===== src/rtl/uart_pkg.sv =====
// rtl/uart_pkg.sv - UART receiver frame constants and receive FSM state type
// Optional build macro: UART_RX_PARITY_EN adds the RX_PARITY state.
package uart_pkg;

  localparam int DATA_BITS = 8;
  localparam int STOP_BITS = 1;

  typedef enum logic [2:0] {
    RX_IDLE   = 3'd0,
    RX_START  = 3'd1,
    RX_DATA   = 3'd2,
    RX_STOP   = 3'd3
`ifdef UART_RX_PARITY_EN
    , RX_PARITY = 3'd4
`endif
  } rx_state_t;

endpackage


===== src/rtl/uart_rx_sync.sv =====
// rtl/uart_rx_sync.sv - two-flop synchronizer for the serial input line
// Ports:
//   clk   - receiver clock
//   rst_n - synchronous active-low reset, both flops reset to idle-high
//   din   - asynchronous serial line
//   dout  - synchronized line value
module uart_rx_sync
  import uart_pkg::*;
(
  input  logic clk,
  input  logic rst_n,
  input  logic din,
  output logic dout
);

  logic meta;

  always_ff @(posedge clk) begin
    if (!rst_n) begin
      meta <= 1'b1;
      dout <= 1'b1;
    end else begin
      meta <= din;
      dout <= meta;
    end
  end

endmodule


===== src/rtl/uart_receiver.sv =====
// rtl/uart_receiver.sv - 8N1 UART receiver with one-entry valid/ready output buffer
// Optional build macro: UART_RX_PARITY_EN (even parity bit, parity_error output).
// Ports:
//   clk          - single clock, rising edge
//   rst_n        - synchronous active-low reset
//   pin_rx       - asynchronous serial line, idle high, LSB first
//   pin_rts      - flow control, 0 = may send, 1 = hold (buffer full)
//   data         - received byte, meaningful while valid is 1
//   valid        - output buffer holds an unconsumed byte
//   ready        - consumer accept; transfer when valid and ready
//   frame_error  - one-cycle pulse when the stop bit is sampled low
//   overrun      - one-cycle pulse when a completed byte is dropped
//   parity_error - one-cycle pulse on parity mismatch (UART_RX_PARITY_EN only)
module uart_receiver
  import uart_pkg::*;
#(
  parameter int CLK_FREQ_HZ = 30000000,
  parameter int BAUD_RATE   = 115200
) (
  input  logic                 clk,
  input  logic                 rst_n,
  input  logic                 pin_rx,
  output logic                 pin_rts,
  output logic [DATA_BITS-1:0] data,
  output logic                 valid,
  input  logic                 ready,
  output logic                 frame_error,
  output logic                 overrun
`ifdef UART_RX_PARITY_EN
  ,
  output logic                 parity_error
`endif
);

  localparam int CLKS_PER_BIT = CLK_FREQ_HZ / BAUD_RATE;
  localparam int CNT_W        = $clog2(CLKS_PER_BIT);
  localparam int BIT_W        = $clog2(DATA_BITS);

  localparam logic [CNT_W-1:0] FULL_LOAD = CNT_W'(CLKS_PER_BIT - 1);
  // Half a bit from the falling edge lands the first sample mid start bit.
  localparam logic [CNT_W-1:0] HALF_LOAD = CNT_W'(CLKS_PER_BIT / 2 - 1);
  localparam logic [BIT_W-1:0] LAST_BIT  = BIT_W'(DATA_BITS - 1);

`ifdef UART_RX_PARITY_EN
  localparam rx_state_t AFTER_DATA = RX_PARITY;
`else
  localparam rx_state_t AFTER_DATA = RX_STOP;
`endif

  logic                 rx_s;
  rx_state_t            state, state_d;
  logic [CNT_W-1:0]     cnt, cnt_d;
  logic [BIT_W-1:0]     bit_idx, bit_d;
  logic [DATA_BITS-1:0] shift, shift_d;
  logic                 stop_hold, stop_hold_d;
  logic                 byte_done, byte_done_d;
  logic                 frame_error_d;
  logic                 valid_d;
  logic [DATA_BITS-1:0] data_d;
  logic                 overrun_d;
`ifdef UART_RX_PARITY_EN
  logic                 drop, drop_d;
  logic                 parity_error_d;
`endif

  uart_rx_sync u_sync (
    .clk   (clk),
    .rst_n (rst_n),
    .din   (pin_rx),
    .dout  (rx_s)
  );

  always_ff @(posedge clk) begin
    if (!rst_n) begin
      state       <= RX_IDLE;
      cnt         <= '0;
      bit_idx     <= '0;
      shift       <= '0;
      stop_hold   <= 1'b0;
      byte_done   <= 1'b0;
      frame_error <= 1'b0;
`ifdef UART_RX_PARITY_EN
      drop         <= 1'b0;
      parity_error <= 1'b0;
`endif
    end else begin
      state       <= state_d;
      cnt         <= cnt_d;
      bit_idx     <= bit_d;
      shift       <= shift_d;
      stop_hold   <= stop_hold_d;
      byte_done   <= byte_done_d;
      frame_error <= frame_error_d;
`ifdef UART_RX_PARITY_EN
      drop         <= drop_d;
      parity_error <= parity_error_d;
`endif
    end
  end

  always_comb begin
    state_d       = state;
    cnt_d         = cnt;
    bit_d         = bit_idx;
    shift_d       = shift;
    stop_hold_d   = stop_hold;
    byte_done_d   = 1'b0;
    frame_error_d = 1'b0;
`ifdef UART_RX_PARITY_EN
    drop_d         = drop;
    parity_error_d = 1'b0;
`endif
    case (state)
      RX_IDLE: begin
        stop_hold_d = 1'b0;
`ifdef UART_RX_PARITY_EN
        drop_d = 1'b0;
`endif
        if (!rx_s) begin
          state_d = RX_START;
          cnt_d   = HALF_LOAD;
        end
      end
      RX_START: begin
        if (cnt != '0) begin
          cnt_d = cnt - CNT_W'(1);
        end else if (!rx_s) begin
          state_d = RX_DATA;
          cnt_d   = FULL_LOAD;
          bit_d   = '0;
        end else begin
          state_d = RX_IDLE;  // line went back high: a glitch, not a start bit
        end
      end
      RX_DATA: begin
        if (cnt != '0) begin
          cnt_d = cnt - CNT_W'(1);
        end else begin
          shift_d[bit_idx] = rx_s;
          cnt_d            = FULL_LOAD;
          if (bit_idx == LAST_BIT) begin
            state_d = AFTER_DATA;
          end else begin
            bit_d = bit_idx + BIT_W'(1);
          end
        end
      end
`ifdef UART_RX_PARITY_EN
      RX_PARITY: begin
        if (cnt != '0) begin
          cnt_d = cnt - CNT_W'(1);
        end else begin
          // Even parity: data bits plus parity bit carry an even count of ones.
          if (rx_s != ^shift) begin
            parity_error_d = 1'b1;
            drop_d         = 1'b1;
          end
          state_d = RX_STOP;
          cnt_d   = FULL_LOAD;
        end
      end
`endif
      RX_STOP: begin
        if (stop_hold) begin
          // Broken frame: wait for the line to return high before re-arming.
          if (rx_s) state_d = RX_IDLE;
        end else if (cnt != '0) begin
          cnt_d = cnt - CNT_W'(1);
        end else if (rx_s) begin
          state_d = RX_IDLE;
`ifdef UART_RX_PARITY_EN
          byte_done_d = !drop;
`else
          byte_done_d = 1'b1;
`endif
        end else begin
          frame_error_d = 1'b1;
          stop_hold_d   = 1'b1;
        end
      end
      default: state_d = RX_IDLE;
    endcase
  end

  // One-entry output buffer. A completion coinciding with a transfer refills
  // the slot; a completion into a full, non-accepting slot is dropped.
  always_comb begin
    valid_d   = valid;
    data_d    = data;
    overrun_d = 1'b0;
    if (byte_done) begin
      if (!valid || ready) begin
        valid_d = 1'b1;
        data_d  = shift;
      end else begin
        overrun_d = 1'b1;
      end
    end else if (valid && ready) begin
      valid_d = 1'b0;
    end
  end

  always_ff @(posedge clk) begin
    if (!rst_n) begin
      valid   <= 1'b0;
      data    <= '0;
      overrun <= 1'b0;
      pin_rts <= 1'b1;
    end else begin
      valid   <= valid_d;
      data    <= data_d;
      overrun <= overrun_d;
      pin_rts <= valid_d;
    end
  end

endmodule


===== config.mk =====
export PLATFORM = sky130hd
export DESIGN_NAME = uart_receiver
export DESIGN_NICKNAME = d
export VERILOG_FILES = /design/src/rtl/uart_pkg.sv /design/src/rtl/uart_rx_sync.sv /design/src/rtl/uart_receiver.sv
export SDC_FILE = /design/constraint.sdc
export NUM_CORES = 1
export LEC_CHECK = 0
export ABC_CLOCK_PERIOD_IN_PS = 2750
export CAP_MARGIN = 20
export CELL_PAD_IN_SITES_DETAIL_PLACEMENT = 0
export CELL_PAD_IN_SITES_GLOBAL_PLACEMENT = 1
export CORE_MARGIN = 5
export CORE_UTILIZATION = 40
export CTS_BUF_LIST = sky130_fd_sc_hd__clkbuf_2 sky130_fd_sc_hd__clkbuf_4 sky130_fd_sc_hd__clkbuf_8
export DETAILED_ROUTE_END_ITERATION = 7
export MAX_ROUTING_LAYER = met4
export PLACE_DENSITY_LB_ADDON = 0.2
export SKIP_CTS_REPAIR_TIMING = 1
export SLEW_MARGIN = 20
export SYNTH_ARGS = -nofsm -noshare
export SYNTH_HDL_FRONTEND = slang
export SYNTH_SLANG_ARGS = --single-unit
export TNS_END_PERCENT = 10

===== constraint.sdc =====
create_clock -name clk -period 2.75 [get_ports clk]
set_clock_uncertainty 0.15 [all_clocks]
set_input_delay 0.4125 -clock clk [delete_from_list [all_inputs] [get_ports clk]]
set_output_delay 0.4125 -clock clk [all_outputs]
set_load 0.01 [all_outputs]

-- Yosys cells after proc, flatten, opt, wreduce, memory -nomap -nowiden
Index checks and enable logic that the tools add are counted.
- bits in registers: 39
- input bits: 4
- output and inout bits: 12
- word-level logic and storage cells: 84
- $add $sub $neg: 2
- order comparisons: 2
- equal/unequal tests: 14
- muxes and demuxes: 33
- bitwise operators: 3
- reductions and logical operators: 17
- operator list (kind ; number):
    $mux W9 ; 6
    $pmux W9 S4 ; 1
    $mux W3 ; 11
    $ne A2 B2 Y1 const B ; 8
    $reduce_and A5 Y1 ; 3
    $pmux W3 S4 ; 1
    $mux W1 ; 9
    $reduce_bool A9 Y1 ; 1
    $sub A9 B1 Y9 const B ; 1
    $bwmux W8 ; 1
    $eq A3 B2 Y1 const B ; 2
    $ne A3 B3 Y1 const B ; 2
    $pmux W3 S2 ; 1
    $reduce_and A2 Y1 ; 3
    $lt A3 B4 Y1 const B ; 1
    $reduce_bool A2 Y1 ; 2
    $reduce_bool A4 Y1 ; 1
    $reduce_or A4 Y1 ; 1
    $add A3 B1 Y3 const B ; 1
    $demux W1 S3 ; 1
    $eq A3 B1 Y1 const B ; 1
    $eq A3 B3 Y1 const B ; 1
    $ge A3 B1 Y1 const B ; 1
    $logic_not A3 Y1 ; 1
    other kinds (7) ; 10

-- Longest topological paths before layout
Gate-level depths: netlist (run 1).
- depth after elaboration: 5
- depth in mapped cells: 9
- mapped depth without buffers: 7

-- Modules after synthesis
Synthesis (run 1) repeated with hierarchy kept, for this count alone.
- cell total of the unflattened synthesis: 203
- area total of the unflattened synthesis: 1904.3 um2
- modules (own cells, without submodules) (module ; instances ; cells each ; area an instance (um2) ; seq. area each (um2)):
    uart_receiver ; 1 ; 199 ; 1851.8 ; 720.7
    uart_rx_sync ; 1 ; 4 ; 52.6 ; 40.0

-- Worst setup path before layout (run 1)
No wires, ideal clock.
- path type: reg2reg
- from: register cnt[0]
- to: register bit_idx[0]
- setup time: 67 ps
- data arrival time: 1993 ps
- data required time: 2533 ps
- path slack: 539 ps
- stages on the path, launching flop included: 8
- buffers on the path: 0
- clock period less this slack: 2211 ps
- cell sequence: dfxtp_1 inv_1 ha_1 or4b_4 nor2_8 o2111ai_2 or3b_1 a21oi_2
- longest elaborated chain between the ends: 3
- elaborated cells between the ends (all ways): 4
- classes of those cells: eq/ne: 2; reduce/logical: 2
- ends and longest elaborated chain (what ; line ; source):
    start, declared ; uart_receiver.sv:52 ; logic [CNT_W-1:0] cnt, cnt_d;
    start signal, assigned ; uart_receiver.sv:88 ; cnt <= cnt_d;
    $reduce_bool A9 Y1 (*) ; uart_receiver.sv:125, uart_receiver.sv:136 ;
    $ne A2 B2 Y1 (no source line) ; -- ;
    $reduce_and A5 Y1 (no source line) (*) ; -- ;
    end signal, assigned ; uart_receiver.sv:89 ; bit_idx <= bit_d;
    end, declared ; uart_receiver.sv:53 ; logic [BIT_W-1:0] bit_idx, bit_d;
Every way passes the cells marked *; elsewhere a longest branch is shown, timed or not.
A chain may end at the register's enable or synchronous reset.

-- Worst setup path after layout (run 1)
- from: register cnt[0]
- to: register cnt[3]
- longest elaborated chain between the ends: 4
- elaborated cells between the ends (all ways): 10
- classes of those cells: add/sub: 1; eq/ne: 2; mux: 5; reduce/logical: 2
- ends and longest elaborated chain (what ; line ; source):
    $sub A9 B1 Y9 ; uart_receiver.sv:126, uart_receiver.sv:137, uart_receiver.sv:168 ;
    $mux W9 ; uart_receiver.sv:167 ; end else if (cnt != '0) begin
    $mux W9 ; uart_receiver.sv:164 ; if (stop_hold) begin
    $pmux W9 S4 ; uart_receiver.sv:113 ; case (state)
Parallel ways exist; a longest one is shown, timed or not. The select of a mux whose other input is x is not followed.

==> impl_metrics.csv, run 1 <==
group,metric,value,unit
placement,post_dp_cell_area,0.00213,sq mm
synth,syn_inst,224,
floorplan,ios,16,
critical_path,worstSetupPathType,"register to register",
synth,synth_edf_count,0,
sta,finalCriticalPeriod,2.47,ns
layout,drive_gt1_frac,0.103,
clock_network,insertion_delay,0.29,ns
sta,relSlewSlack,0.564,
pwr,pwr_density_cell,860,mW/mm^2
sta,finalSetupViolCount,0,
placement,gp_congestion,0.791,
layout,final_cell_area,0.00223,sq mm
sta,slew_viol_final,0,
synth,synth_cell_types,53,
synth,synth_area_per_cell,8.57,sq um
route,antenna_left,0,
grt,grt_overflow_total,0,
pwr,peakVddDrop,0.431,mV
pwr,finalPower,1910,uW
clock_network,clkTransAtPathRegs,0.08,ns
clock_network,cts.sinks,38,
route,wl,4.15,mm
sta,max_freq,406,MHz
synth,syn-num-nets,236,
flow_run,cap_violations,0,
layout,final_common_cell,"dfxtp_1",
grt,grt_pass1_wl,7.11,mm
layout,fin_nets,254,
critical_path,critPathRequiredTime,2.79,ns
floorplan,start_util,0.409,
placement,hpwl,3.02,mm
route,dr.pass1.iters,4,
floorplan,die_h,79.3,microns
grt,track_usage,0.147,
critical_path,endpoint_kind,"register",
placement,portBuffers,15,
sta,tns,0,ns
clock_network,cts_tree,"built",
critical_path,critPathArrivalTime,2.51,ns
worst_hold_path,hold_path_class,"register to register",
layout,final_cell_mix,"dfxtp_1, nor2_1, nand2_1, a21oi_1, clkdlybuf4s50_1",
sta,finalHoldViolCount,0,
sta,worst_pin_slew,0.645,ns
status,run_status,"completed",
synth,synth_ff_type,"dfxtp_1",
layout,areaGrowthSynthToFinish,16.0,%
synth,syn_area,0.00192,sq mm
route,wire_per_inst,14.0,microns
sta,fin_ws,0.284,ns
clock_network,clock_path_buffers,2,
layout,diodes,0,
floorplan,die_area,0.00629,sq mm
route,route.detailed.drc,0,
critical_path,crit_path_start_kind,"register",
synth,yosysSeqAreaShare,0.396,
synth,synth.ff_latch_count,38,
sta,fin_crit_sh,0.897,
floorplan,rows,25,
placement,dp_worst_setup_slack,0.289,ns
synth,async_flop_share,0,
floorplan,core_area,0.00469,sq mm
route,routed-via-count,1596,
clock_network,clock-root-buffer,"clkbuf_8",
synth,ys.warnings.count,0,
clock_network,cts_buffers,5,
grt,antenna_found_initial,0,
pwr,leakagePower,0.000877,uW
floorplan,die_w,79.3,microns
sta,rsz0062_at_grt,"no",
grt,grt_pass1_vias,1531,
critical_path,crit_fanout,7,
clock_network,h-tree-depth,2,
grt,grt_max_degree,20,
route,via_per_inst,5.37,
route,drt_iter0_drc,81,
## power by group
part           internal [uW]  total [uW]  switching, uW
clock                    202         402            201
combinational            334         854            521
sequential               598         658           59.7
total                   1130        1910            781
## worst max-delay path: stages (launching register included)
cell and delay, ns:
dfxtp_1 0.34, inv_1 0.13, ha_1 0.21, or4b_4 0.54, o31a_1 0.34, o21ai_2 0.27
buf_4 0.20, a21oi_1 0.04, o32ai_1 0.13
## final timing paths
| path | start | end | slack, ns | cells after the start |
|---|---|---|---|---|
| max | cnt[0] | cnt[3] | 0.28 | 8 |
| min | u_sync.meta | u_sync.dout | 0.27 | 1 |
| max reg2reg | cnt[0] | cnt[3] | 0.28 | 8 |
| min reg2reg | u_sync.meta | u_sync.dout | 0.27 | 1 |
## layer usage
layer / share of wire / vias up / wire [microns] / global-route usage
li1: - / 837 / - / -
met1: 0.49 / 732 / 2030 / 0.179
met2: 0.47 / 19 / 1930 / 0.231
met3: 0.026 / 8 / 108 / 0.0374
met4: 0.020 / 0 / 83 / 0.0619
met5: 0 / - / 0 / -
## area by class of cell
cell class                      count  area (sq um)
Multi-Input combinational cell    165          1060
Inverter                            9          33.8
Clock buffer                        6          82.6
Timing Repair Buffer               23           210
Fill cell                         471          2460
Clock inverter                      2          12.5
Sequential cell                    38           761
Tap cell                           54          67.6
## logic make-up after synthesis
logic type      count (synthesis)  synth area share
fa+ha+maj                       8            0.0521
mux                            12            0.0625
flops                          38             0.396
simple gates                   88             0.233
buf+inv                        21            0.0521
compound gates                 54             0.190
xor+xnor                        3            0.0137
## Yosys cell counts (2+ instances only)
library cell | number | share of area
or4_1 | 2 | 0.0078
o32ai_1 | 4 | 0.018
clkbuf_1 | 7 | 0.014
nor2_1 | 30 | 0.059
o41ai_1 | 2 | 0.0091
a211oi_1 | 2 | 0.0078
nor3_1 | 6 | 0.016
xnor2_1 | 2 | 0.0091
nand3b_1 | 2 | 0.0078
a21oi_1 | 16 | 0.042
o21ai_0 | 13 | 0.034
nand2_1 | 21 | 0.041
and2_1 | 3 | 0.0098
nand2b_1 | 5 | 0.016
nand4_1 | 3 | 0.0098
o211ai_1 | 2 | 0.0078
ha_1 | 8 | 0.052
inv_1 | 8 | 0.016
mux2i_1 | 12 | 0.063
nand3_1 | 4 | 0.010
buf_6 | 2 | 0.012
dfxtp_1 | 38 | 0.40
buf_2 | 2 | 0.0052
## flip-flops by register name, summed over array words and instances (netlist names), 2 cells and up
register / count
state: 2
bit_idx: 3
data: 8
cnt: 9
shift: 8
## per-stage QoR
step	instances	util	hold WS (ns)
after CTS	297	0.475	0.276
final	297	0.475	0.268
after detailed placement	289	0.454	0.256
after global placement	289	0.454	0.238
after floorplan	224	-	0.236
after global routing	297	0.475	0.294
Note: power is estimated with default switching activity, not from simulation.
==> inputs of run 2 (changes only) <==
Settings changed: ABC_AREA set to 1.
==> impl_metrics.csv, run 2 <==
group,metric,value,unit
route,drt_iter0_drc,97,
route,route.detailed.drc,0,
layout,areaGrowthSynthToFinish,17.5,%
layout,diodes,0,
sta,relSlewSlack,0.658,
grt,use_met1,0.193,
pwr,peakVddDrop,0.485,mV
synth,async_flop_share,0,
synth,yosysSeqAreaShare,0.376,
floorplan,ios,16,
critical_path,critPathRequiredTime,2.79,ns
placement,hpwl,3.22,mm
sta,rsz0062_at_grt,"no",
pwr,seq_power_share,0.313,
sta,max_freq,521,MHz
synth,synth_cell_types,33,
critical_path,crit_fanout,9,
floorplan,rows,25,
layout,fin_nets,311,
grt,grt_pass1_vias,1564,
layout,top_register,"cnt",
pwr,power_switching,855,uW
sta,fin_crit_sh,0.698,
synth,synth.ff_latch_count,38,
critical_path,rr_startpoint,"state[0]",
clock_network,insertion_delay,0.28,ns
sta,worst_pin_slew,0.512,ns
synth,synth_ff_type,"dfxtp_1",
synth,syn-num-nets,293,
synth,syn_inst,281,
grt,grt_use_met3,0.0333,
clock_network,clock-root-buffer,"clkbuf_8",
layout,fin_util,0.493,
clock_network,cts_tree,"built",
floorplan,die_area,0.00657,sq mm
floorplan,die_h,81.1,microns
floorplan,die_w,81.1,microns
status,run_status,"completed",
pwr,finalPower,2120,uW
synth,yosys-top-cells-area,"dfxtp_1, nand2_1, nor2_1",
synth,syn_area,0.00202,sq mm
synth,synth_top_cell_area_share,0.376,
floorplan,start_util,0.419,
pwr,pwr_density_cell,893,mW/mm^2
sta,finalSetupViolCount,0,
pwr,leakagePower,0.00104,uW
route,dr.pass1.iters,4,
flow_run,cap_violations,0,
layout,drive_gt1_frac,0.170,
critical_path,rrSetupSlack,0.83,ns
grt,grt_pass1_wl,7.29,mm
sta,finalHoldViolCount,0,
grt,grt_max_degree,24,
layout,reg_top3,"cnt x9, data x8, shift x8",
placement,dp.cells,359,
grt,antenna_found_initial,0,
pwr,internal-power,1270,uW
critical_path,startpoint,"state[0]",
layout,largest_register_ffs,9,
grt,track_usage,0.146,
pwr,p_comb_frac,0.419,
clock_network,h-tree-depth,2,
clock_network,clkTransAtPathRegs,0.08,ns
route,wire_per_inst,11.4,microns
sta,slew_viol_final,0,
clock_network,cts_buffers,5,
pwr,p_sw_frac,0.403,
synth,yosys-top-cells-count,"nand2_1, dfxtp_1, nor2_1",
placement,gp_congestion,0.872,
grt,grt_util_met2,0.227,
clock_network,cts.sinks,38,
critical_path,critPathArrivalTime,1.96,ns
sta,finalCriticalPeriod,1.92,ns
critical_path,worstSetupPathType,"register to register",
synth,yosys.area.top_type,"dfxtp_1",
sta,hold_slack,0.266,ns
synth,synth_edf_count,0,
critical_path,crit_path_start_kind,"register",
floorplan,core_area,0.00482,sq mm
grt,grt_overflow_total,0,
worst_hold_path,hold_path_class,"register to register",
worst_hold_path,hp-start,"u_sync.meta",
placement,portBuffers,15,
route,wl,4.19,mm
route,via_per_inst,4.68,
grt,grt-busiest-layer,"met2",
layout,final_common_cell,"nand2_1",
synth,synth_area_per_cell,7.19,sq um
route,routed-via-count,1717,
layout,final_cell_mix,"nand2_1, nor2_1, dfxtp_1, inv_1, a21oi_1",
clock_network,clock_path_buffers,2,
critical_path,endpoint_kind,"register",
sta,tns,0,ns
route,antenna_left,0,
synth,ys.warnings.count,0,
layout,fin_cells,367,
synth,synth.most_common_cell,"nand2_1",
layout,multiInputGateArea,0.00107,sq mm
layout,regArea,761,sq um
pwr,p_clk_frac,0.268,
layout,fill_cells,514,
[run 2: path summary, 6_finish.rpt]
path                 endpoint  cells after the start
setup / recovery       cnt[5]                     10
hold / removal    u_sync.dout                      1
setup reg to reg       cnt[5]                     10
hold reg to reg   u_sync.dout                      1
[run 2: stage by stage]
| step | setup slack (ns) | area (sq um) |
|---|---|---|
| finish | 0.830 | 2370 |
| global route | 0.695 | 2370 |
| CTS | 0.824 | 2370 |
| detailed placement | 0.833 | 2240 |
| global placement | 0.884 | 2240 |
| floorplan | 1.12 | 2020 |
[run 2: kinds of logic after synthesis]
kind of cell,after synthesis,share of synthesized area
buffers and inverters,47,0.0941
xor gates and xnor gates,2,0.00867
adders and majority gates,8,0.0495
DFF,38,0.376
AOI/OAI and AO/OA,43,0.118
and+or+nand+nor,143,0.353
[run 2: power by group through the flow]
stage               Clock, uW  Combinational, uW  Sequential (uW)
floorplan                   0                744              663
global placement            0                894              677
detailed placement          0                895              677
CTS                       585                897              665
global route              612                998              674
finish                    569                889              664
[run 2: worst max-delay path: stages (launching register included)]
cell and delay (ns):
dfxtp_1 0.40, ha_1 0.39, nor2_1 0.09, nand2_1 0.07, nand2_1 0.07, a21oi_4 0.26, nand2_4 0.14, inv_4 0.10
nand2_4 0.06, nand2_2 0.08, nor2_2 0.03
[run 2: area by class of cell]
cell class / count / share of cell area
repair buffers: 17 / 0.0695
clock buffers: 5 / 0.0290
well taps: 67 / 0.0353
clock inverters: 3 / 0.0290
inverters: 41 / 0.0664
multi-input cells: 196 / 0.450
flip-flops and latches: 38 / 0.320
[run 2: per-layer routing]
| layer | share of wire | vias to the layer above |
|---|---|---|
| met5 | 0 | - |
| li1 | - | 923 |
| met3 | 0.037 | 0 |
| met2 | 0.44 | 21 |
| met1 | 0.52 | 773 |
| met4 | 0 | 0 |
==> inputs of run 3 (changes only) <==
Settings changed: ABC_CLOCK_PERIOD_IN_PS 2750 to 1700, CORE_UTILIZATION 40 to 39.
Clock period 2.75 ns to 1.7 ns, I/O delays scaled along.
==> impl_metrics.csv, run 3 (same netlist as run 2, synthesis figures left out) <==
group,metric,value,unit
status,run_status,"completed",
layout,regArea,771,sq um
grt,grt_overflow_total,0,
floorplan,die_area,0.00672,sq mm
pwr,pwr_density_cell,1340,mW/mm^2
grt,grt_util_met2,0.224,
layout,fin_util,0.519,
placement,dp.cells,376,
route,antenna_left,0,
worst_hold_path,hold_path_class,"register to register",
critical_path,crit_fanout,8,
floorplan,rows,26,
placement,hpwl,3.34,mm
grt,grt_max_degree,16,
layout,diodes,0,
layout,top_register,"cnt",
critical_path,critPathArrivalTime,1.69,ns
layout,drive_gt1_frac,0.302,
route,drt_iter0_drc,66,
clock_network,h-tree-depth,2,
clock_network,cts_buffers,5,
route,route.detailed.drc,0,
layout,areaGrowthSynthToFinish,30.3,%
layout,fin_cells,391,
layout,fill_cells,543,
clock_network,cts.sinks,38,
placement,post_dp_cell_area,0.00236,sq mm
layout,final_cell_area,0.00263,sq mm
critical_path,r2r-end,"shift[1]",
worst_hold_path,holdPathStages,1,
critical_path,endpoint_kind,"register",
layout,final_cell_mix,"nand2_1, nor2_1, dfxtp_1, inv_1",
sta,fin_ws,0.0439,ns
critical_path,crit_path_end,"shift[1]",
grt,antenna_found_initial,0,
grt,grt_pass1_vias,1630,
route,dr.pass1.iters,4,
sta,slew_viol_final,0,
layout,fin_nets,332,
sta,finalSetupViolCount,0,
grt,grt_pass1_wl,7.53,mm
clock_network,cts_tree,"built",
critical_path,r2r_cells,9,
sta,worst_pin_slew,0.367,ns
critical_path,critPathRequiredTime,1.74,ns
critical_path,startpoint,"cnt[1]",
sta,fin_crit_sh,0.974,
pwr,leakagePower,0.00113,uW
route,via_per_inst,4.62,
floorplan,core_area,0.00507,sq mm
floorplan,start_util,0.398,
sta,relSlewSlack,0.755,
critical_path,worstSetupPathType,"register to register",
layout,final_common_cell,"nand2_1",
clock_network,clock_path_buffers,2,
grt,track_usage,0.149,
pwr,peakVddDrop,0.445,mV
floorplan,die_h,82.0,microns
clock_network,insertion_delay,0.29,ns
critical_path,rrSetupSlack,0.04,ns
sta,finalHoldViolCount,0,
route,routed-via-count,1806,
clock_network,clock-root-buffer,"clkbuf_8",
flow_run,cap_violations,0,
placement,portBuffers,15,
critical_path,crit_path_start_kind,"register",
route,wl,4.59,mm
placement,dp_worst_setup_slack,-0.0401,ns
grt,use_met1,0.196,
layout,largest_register_ffs,9,
critical_path,rr_startpoint,"cnt[1]",
layout,reg_top3,"cnt x9, data x8, shift x8",
sta,max_freq,604,MHz
grt,grt_use_met3,0.0329,
floorplan,die_w,82.0,microns
sta,finalCriticalPeriod,1.66,ns
placement,gp_congestion,0.804,
layout,multiInputGateArea,0.00118,sq mm
sta,rsz0062_at_grt,"yes",
route,wire_per_inst,11.7,microns
clock_network,clkTransAtPathRegs,0.07,ns
floorplan,ios,16,
grt,grt-busiest-layer,"met2",
-- run 3: changes by cell type in the layout (fill, tap and decap cells not counted), sizes merged --
cell | before | now
buf | 2 | 22
bufinv | 2 | 0
clkbuf | 5 | 6
clkinvlp | 0 | 1
nand2 | 63 | 64
-- run 3: layout make-up --
type | count | area share
Clock buffer | 6 | 0.0314
Clock inverter | 2 | 0.00475
Inverter | 41 | 0.0627
Multi-Input combinational cell | 197 | 0.449
Sequential cell | 38 | 0.293
Tap cell | 70 | 0.0333
Timing Repair Buffer | 37 | 0.126
-- run 3: how the worst min path moves through the flow --
stage / startpoint / end
floorplan: pin_rx / u_sync.meta
global placement: u_sync.meta / u_sync.dout
detailed placement: u_sync.meta / u_sync.dout
CTS: u_sync.meta / u_sync.dout
global route: u_sync.meta / u_sync.dout
finish: u_sync.meta / u_sync.dout
-- run 3: worst max-delay path, stage by stage, from the launching register on --
cell and delay [ns]:
dfxtp_2 0.33, inv_2 0.07, ha_4 0.15, nand2_4 0.05, nor2_4 0.11, nand2_4 0.09, nor3_4 0.36, nand3_1 0.12
nand2_1 0.10, a21oi_2 0.03
-- run 3: where the power goes --
group	switching [uW]	internal, uW
Clock	318	326
Combinational	1080	707
Sequential	105	985
-- run 3: per-stage QoR --
stage               power (uW)  TNS, ns  hold slack [ns]
CTS                       3290   -0.171            0.267
global route              3800   -0.294            0.296
finish                    3520        0            0.265
detailed placement        2630   -0.114            0.247
global placement          2630   -0.126            0.244
floorplan                 2280        0            0.212
-- run 3: per-layer routing --
metal	share of wire	vias up	wire, microns
met4	0.012	0	53
met5	0	-	0
li1	-	974	-
met1	0.52	801	2370
met2	0.44	26	2020
met3	0.032	5	146
